## config.mk

```make
export PLATFORM = sky130hd
export DESIGN_NAME = main_fsm_ctrl
export DESIGN_NICKNAME = d
export VERILOG_FILES = /design/src/rtl/main_fsm_ctrl.sv
export SDC_FILE = /design/constraint.sdc
export NUM_CORES = 1
export LEC_CHECK = 0
export CORE_MARGIN = 5
export CORE_UTILIZATION = 27
export CTS_CLUSTER_SIZE = 16
export DETAILED_ROUTE_END_ITERATION = 6
export DONT_BUFFER_PORTS = 1
export GPL_ROUTABILITY_DRIVEN = 1
export HOLD_SLACK_MARGIN = 0.05
export PLACE_DENSITY_LB_ADDON = 0.05
export SLEW_MARGIN = 25
export SYNTH_ARGS = -nofsm -noshare
export SYNTH_HDL_FRONTEND = slang
export SYNTH_SLANG_ARGS = --single-unit
```

## constraint.sdc

```tcl
create_clock -name clk -period 2.05 [get_ports clk]
set_clock_uncertainty 0.15 [all_clocks]
set_input_delay 0.1025 -clock clk [delete_from_list [all_inputs] [get_ports clk]]
set_output_delay 0.1025 -clock clk [all_outputs]
set_load 0.02 [all_outputs]
```

## src/rtl/main_fsm_ctrl.sv

```systemverilog
// main_fsm_ctrl: multicycle RV32I-subset control FSM with a memory handshake and a bus-wait timeout.
// Define ILLEGAL_OP_TRAP_EN to send unknown opcodes to HALT; otherwise they retire as NOPs.
module main_fsm_ctrl #(
    parameter int WAIT_LIMIT = 255,
    parameter int CNT_W      = 8
) (
    input  logic       clk,
    input  logic       rst_n,
    input  logic [6:0] op,
    input  logic       zero,
    input  logic       mem_ready,
    output logic       mem_req,
    output logic       mem_write,
    output logic       adr_src,
    output logic       ir_write,
    output logic       pc_write,
    output logic       reg_write,
    output logic [1:0] alu_src_a,
    output logic [1:0] alu_src_b,
    output logic [1:0] alu_op,
    output logic [1:0] result_src,
    output logic       halted
);
    typedef enum logic [3:0] {
        FETCH, DECODE, MEMADR, MEMREAD, MEMWB, MEMWRITE,
        EXECR, EXECI, ALUWB, BEQ, JAL, LUI, HALT
    } state_t;
    state_t state, state_nx;
    logic [CNT_W-1:0] cnt, cnt_nx;
    logic timeout, pc_update, branch;
    always_ff @(posedge clk or negedge rst_n) begin
        if (!rst_n) begin
            state <= FETCH;
            cnt   <= '0;
        end else begin
            state <= state_nx;
            cnt   <= cnt_nx;
        end
    end
    always_comb begin
        state_nx   = state;
        mem_req    = 1'b0;
        mem_write  = 1'b0;
        adr_src    = 1'b0;
        ir_write   = 1'b0;
        reg_write  = 1'b0;
        pc_update  = 1'b0;
        branch     = 1'b0;
        halted     = 1'b0;
        alu_src_a  = 2'b00;
        alu_src_b  = 2'b00;
        alu_op     = 2'b00;
        result_src = 2'b00;
        // a waiting access that has used its whole budget gives up
        timeout    = (WAIT_LIMIT != 0) && (cnt == CNT_W'(WAIT_LIMIT));
        case (state)
            FETCH: begin
                mem_req    = 1'b1;
                alu_src_b  = 2'b10;
                result_src = 2'b10;
                ir_write   = mem_ready;
                pc_update  = mem_ready;
                state_nx   = mem_ready ? DECODE : timeout ? HALT : FETCH;
            end
            DECODE: begin
                alu_src_a = 2'b01;
                alu_src_b = 2'b01;
                case (op)
                    7'b0000011, 7'b0100011: state_nx = MEMADR;
                    7'b0110011:             state_nx = EXECR;
                    7'b0010011:             state_nx = EXECI;
                    7'b1100011:             state_nx = BEQ;
                    7'b1101111:             state_nx = JAL;
                    7'b0110111:             state_nx = LUI;
`ifdef ILLEGAL_OP_TRAP_EN
                    default:                state_nx = HALT;
`else
                    default:                state_nx = FETCH;
`endif
                endcase
            end
            MEMADR: begin
                alu_src_a = 2'b10;
                alu_src_b = 2'b01;
                state_nx  = op[5] ? MEMWRITE : MEMREAD;
            end
            MEMREAD: begin
                mem_req  = 1'b1;
                adr_src  = 1'b1;
                state_nx = mem_ready ? MEMWB : timeout ? HALT : MEMREAD;
            end
            MEMWB: begin
                result_src = 2'b01;
                reg_write  = 1'b1;
                state_nx   = FETCH;
            end
            MEMWRITE: begin
                mem_req   = 1'b1;
                mem_write = 1'b1;
                adr_src   = 1'b1;
                state_nx  = mem_ready ? FETCH : timeout ? HALT : MEMWRITE;
            end
            EXECR: begin
                alu_src_a = 2'b10;
                alu_op    = 2'b10;
                state_nx  = ALUWB;
            end
            EXECI: begin
                alu_src_a = 2'b10;
                alu_src_b = 2'b01;
                alu_op    = 2'b10;
                state_nx  = ALUWB;
            end
            ALUWB: begin
                reg_write = 1'b1;
                state_nx  = FETCH;
            end
            BEQ: begin
                alu_src_a = 2'b10;
                alu_op    = 2'b01;
                branch    = 1'b1;
                state_nx  = FETCH;
            end
            JAL: begin
                alu_src_a = 2'b01;
                alu_src_b = 2'b10;
                pc_update = 1'b1;
                state_nx  = ALUWB;
            end
            LUI: begin
                result_src = 2'b11;
                reg_write  = 1'b1;
                state_nx   = FETCH;
            end
            HALT: begin
                halted   = 1'b1;
                state_nx = HALT;
            end
            default: state_nx = FETCH;
        endcase
        cnt_nx   = (state_nx == state && !mem_ready && (mem_req || halted))
                   ? ((cnt == '1) ? cnt : cnt + 1'b1) : '0;
        pc_write = pc_update | (branch & zero);
        // outputs are forced quiet for as long as reset is held
        if (!rst_n) begin
            {mem_req, mem_write, adr_src, ir_write, pc_write, reg_write, halted} = '0;
            {alu_src_a, alu_src_b, alu_op, result_src} = '0;
        end
    end
endmodule

```

==> run_results.csv <==
group,metric,value,unit
outcome,status,"complete, no violations",
min_path,min_path_cells,2,
timing,max_freq,523,MHz
detailed_routing,via_per_inst,5.37,
critical_path,crit_family,"flip-flops",
yosys,synthSimpleGateAreaFrac,39.6,%
yosys,yosysTopAreaCell,"dfrtp_1",
clocking,cts_max_level,1,
critical_path,rrSetupSlack,260,ps
clocking,path_clk_slew,50,ps
timing,fin_crit,1910,ps
detailed_routing,firstDrtPassIters,4,
critical_path,end_kind,"output port",
yosys,synthTopCellsByArea,"dfrtp_1 26%, nor2_1 5.6%, xor2_1 4.6%",
yosys,synthMuxAreaShare,0.874,%
final_layout,final_common_cell,"nor2_1",
yosys,yosysWarnings,0,
yosys,yosysSeqAreaShare,26.2,%
yosys,synth_top_flop_cell,"dfrtp_1",
timing,post-route-period-util,93.3,%
floorplanning,rows,23,
global_route,track_usage,11.6,%
critical_path,crit_slowest_cell,"dfrtp_1",
min_path,holdPathEnd,"state[0]",
clocking,clockRootBuffer,"clkbuf_8",
global_route,grt_overflow_total,0,
final_layout,antennaDiodeCount,0,
pwr,power_leakage,0.562,nW
detailed_routing,wl_per_cell,15.1,µm
yosys,synth_top_family_by_area,"simple AND/OR/NAND/NOR gates",
yosys,synth_xor_area_share,6.78,%
floorplanning,initial_core_util,28.2,%
global_route,grt_first_pass_wirelength,5150,µm
timing,tns,0,ps
timing,finalHoldViolations,0,
final_layout,fillers,443,
final_layout,syn_to_final_growth,18.9,%
critical_path,criticalPathCategory,"reg2out",
critical_path,reg2reg_from,"cnt[0]",
clocking,post_cts_buffers,0,
yosys,synth.distinct_cells,54,
critical_path,rr_worst_depth,5,
yosys,synth-seq-cells,12,
global_route,grt_start_max_net_pins,17,
clocking,clk_latency,240,ps
yosys,yosys.area.top_type_share,26.2,%
placement,dp.final_hpwl,2330,µm
global_route,grt_pass1_vias,1049,
timing,fin_ws,138,ps
critical_path,critical_path.max_stage_delay,500,ps
floorplanning,ios,26,
detailed_routing,routed_wirelength,3080,µm
final_layout,final_cell_mix,"16 x nor2_1, 13 x buf_4, 10 x dfrtp_1",
final_layout,final_nets,167,
yosys,syn_nets,153,
yosys,synth-compound-area-share,20.8,%
timing,tightest_slew,649,ps
critical_path,r2r-end,"cnt[7]",
timing,rsz0062_at_grt,"false",
run,max_cap_viol_count,0,
floorplanning,chipWidth,75.1,µm
min_path,min_from,"mem_ready",
pwr,p_per_area,544,nW/µm²
global_route,antenna_found_initial,0,
floorplanning,die_height,75.1,µm
clocking,cts_tree,"built",
clocking,clk_path_buf_depth,2,
critical_path,cp_num_buf_inv,1,
critical_path,crit_chain,"or2b_1 > mux2i_1 > nor2b_1 > buf_4",
min_path,min_path_type,"in2reg",
timing,drv_slew,0,
floorplanning,core,4060,µm²
yosys,synth_cells,141,
floorplanning,die-area,5640,µm²
critical_path,path_max_fanout,11,
detailed_routing,drt-initial-drc-count,20,
timing,setup_viol_count_final,0,
placement,pre_cts_slack,219,ps
critical_path,startpoint_type,"flip-flop",
yosys,avgSynthCellArea,8.12,µm²
yosys,synthAdderAreaFrac,1.09,%
detailed_routing,final_antenna_net_count,0,
final_layout,drive_above_1_share,20.1,%
critical_path,arrival,1660,ps
clocking,cts_buffers,3,
placement,routabilityCongestion,0.780,
critical_path,cp.required,1800,ps
detailed_routing,drc,0,
timing,maxSlewHeadroom,56.2,%
yosys,synth_area,1140,µm²
detailed_routing,vias,1095,
yosys,synth_edf_count,0,
timing,hold_slack,70.4,ps
pwr,vdd_ir_drop_max,0.269,mV
clocking,cts_num_sinks,12,
yosys,synthArstFlopShare,100,%
placement,port_buffers,0,
-- where the power goes --
group | internal [W] | leakage (nW) | switching [W]
clock network | 0.000169 | 0.0288 | 0.0000821
registers | 0.000250 | 0.162 | 0.0000263
logic | 0.0000935 | 0.371 | 0.000120
-- metrics by stage --
| step | cells | cell area (µm²) | power [W] | util [%] |
|---|---|---|---|---|
| finish | 204 | 1360 | 0.000741 | 33.5 |
| global placement | 196 | 1260 | 0.000481 | 31.0 |
| CTS | 204 | 1360 | 0.000757 | 33.4 |
| detailed placement | 196 | 1260 | 0.000480 | 31.0 |
| floorplan | 141 | 1140 | 0.000426 | - |
| global route | 204 | 1360 | 0.000794 | 33.5 |
-- cells in the mapped netlist, types with 2 or more instances --
master / count
a211o_1: 2
a21boi_0: 3
a21oi_1: 8
a221oi_1: 2
and3_1: 3
and4_1: 3
clkbuf_1: 4
dfrtp_1: 12
inv_1: 2
nand2_1: 9
nand2b_1: 3
nand3_1: 6
nor2_1: 17
nor2b_1: 6
nor3_1: 5
nor3_2: 2
nor3b_1: 3
nor4_1: 3
o21a_1: 2
o21ai_0: 7
xor2_1: 6
-- worst reg2reg max path: stages, from the launching register on --
cell	delay, ps
dfrtp_1	400
ha_1	270
nand3_1	240
nor4_2	90
a211o_4	390
nor3b_2	180
-- per-layer routing --
metal  global-route usage [%]  part of all wire, %  vias to the layer above
li1                         -                    -                      551
met1                     15.7                   48                      518
met2                     18.7                   44                       24
met3                     3.87                  7.3                        2
met4                     1.19                 0.19                        0
met5                        0                    0                        -
-- sequential cells by signal, summed over array words and instances, names as in the netlist --
name and cells:
cnt 8, state 4
-- cells by family after synthesis --
| logic type | after synthesis |
|---|---|
| AO/OA/AOI/OAI | 34 |
| XOR/XNOR | 8 |
| adder cells (fa/ha/maj) | 1 |
| buffers and inverters | 10 |
| flip-flops | 12 |
| multiplexers | 1 |
| AND/OR/NAND/NOR | 75 |
-- cell type report --
type                       instances  area, µm²  share of cell area (%)
sequential                        12        303                    22.2
inverter                           2       7.51                   0.551
timing repair buffer              17        138                    10.1
multi-input combinational        119        796                    58.5
tap                               50       62.6                    4.60
clock buffer                       4       55.1                    4.04
-- how the worst max path moves through the flow --
stage                     cells past startpoint     start  slack, ps         to
final                                         4  state[1]        140    mem_req
after floorplan                               4  state[2]        320  reg_write
after CTS                                     3  state[2]         80  alu_op[0]
after global placement                        4  state[2]        220     cnt[2]
after global routing                          5  state[3]         20  reg_write
after detailed placement                      4  state[2]        220     cnt[7]
-- what timing repair did --
item / in CTS / in global routing
hold buffers: 4 / 0
cloned: 0 / 0
hold endpoints to repair: 24 / 0
setup endpoints to repair: 1 / 4
gates resized for setup: 1 / 3
Power figures use the tool's default switching activity.
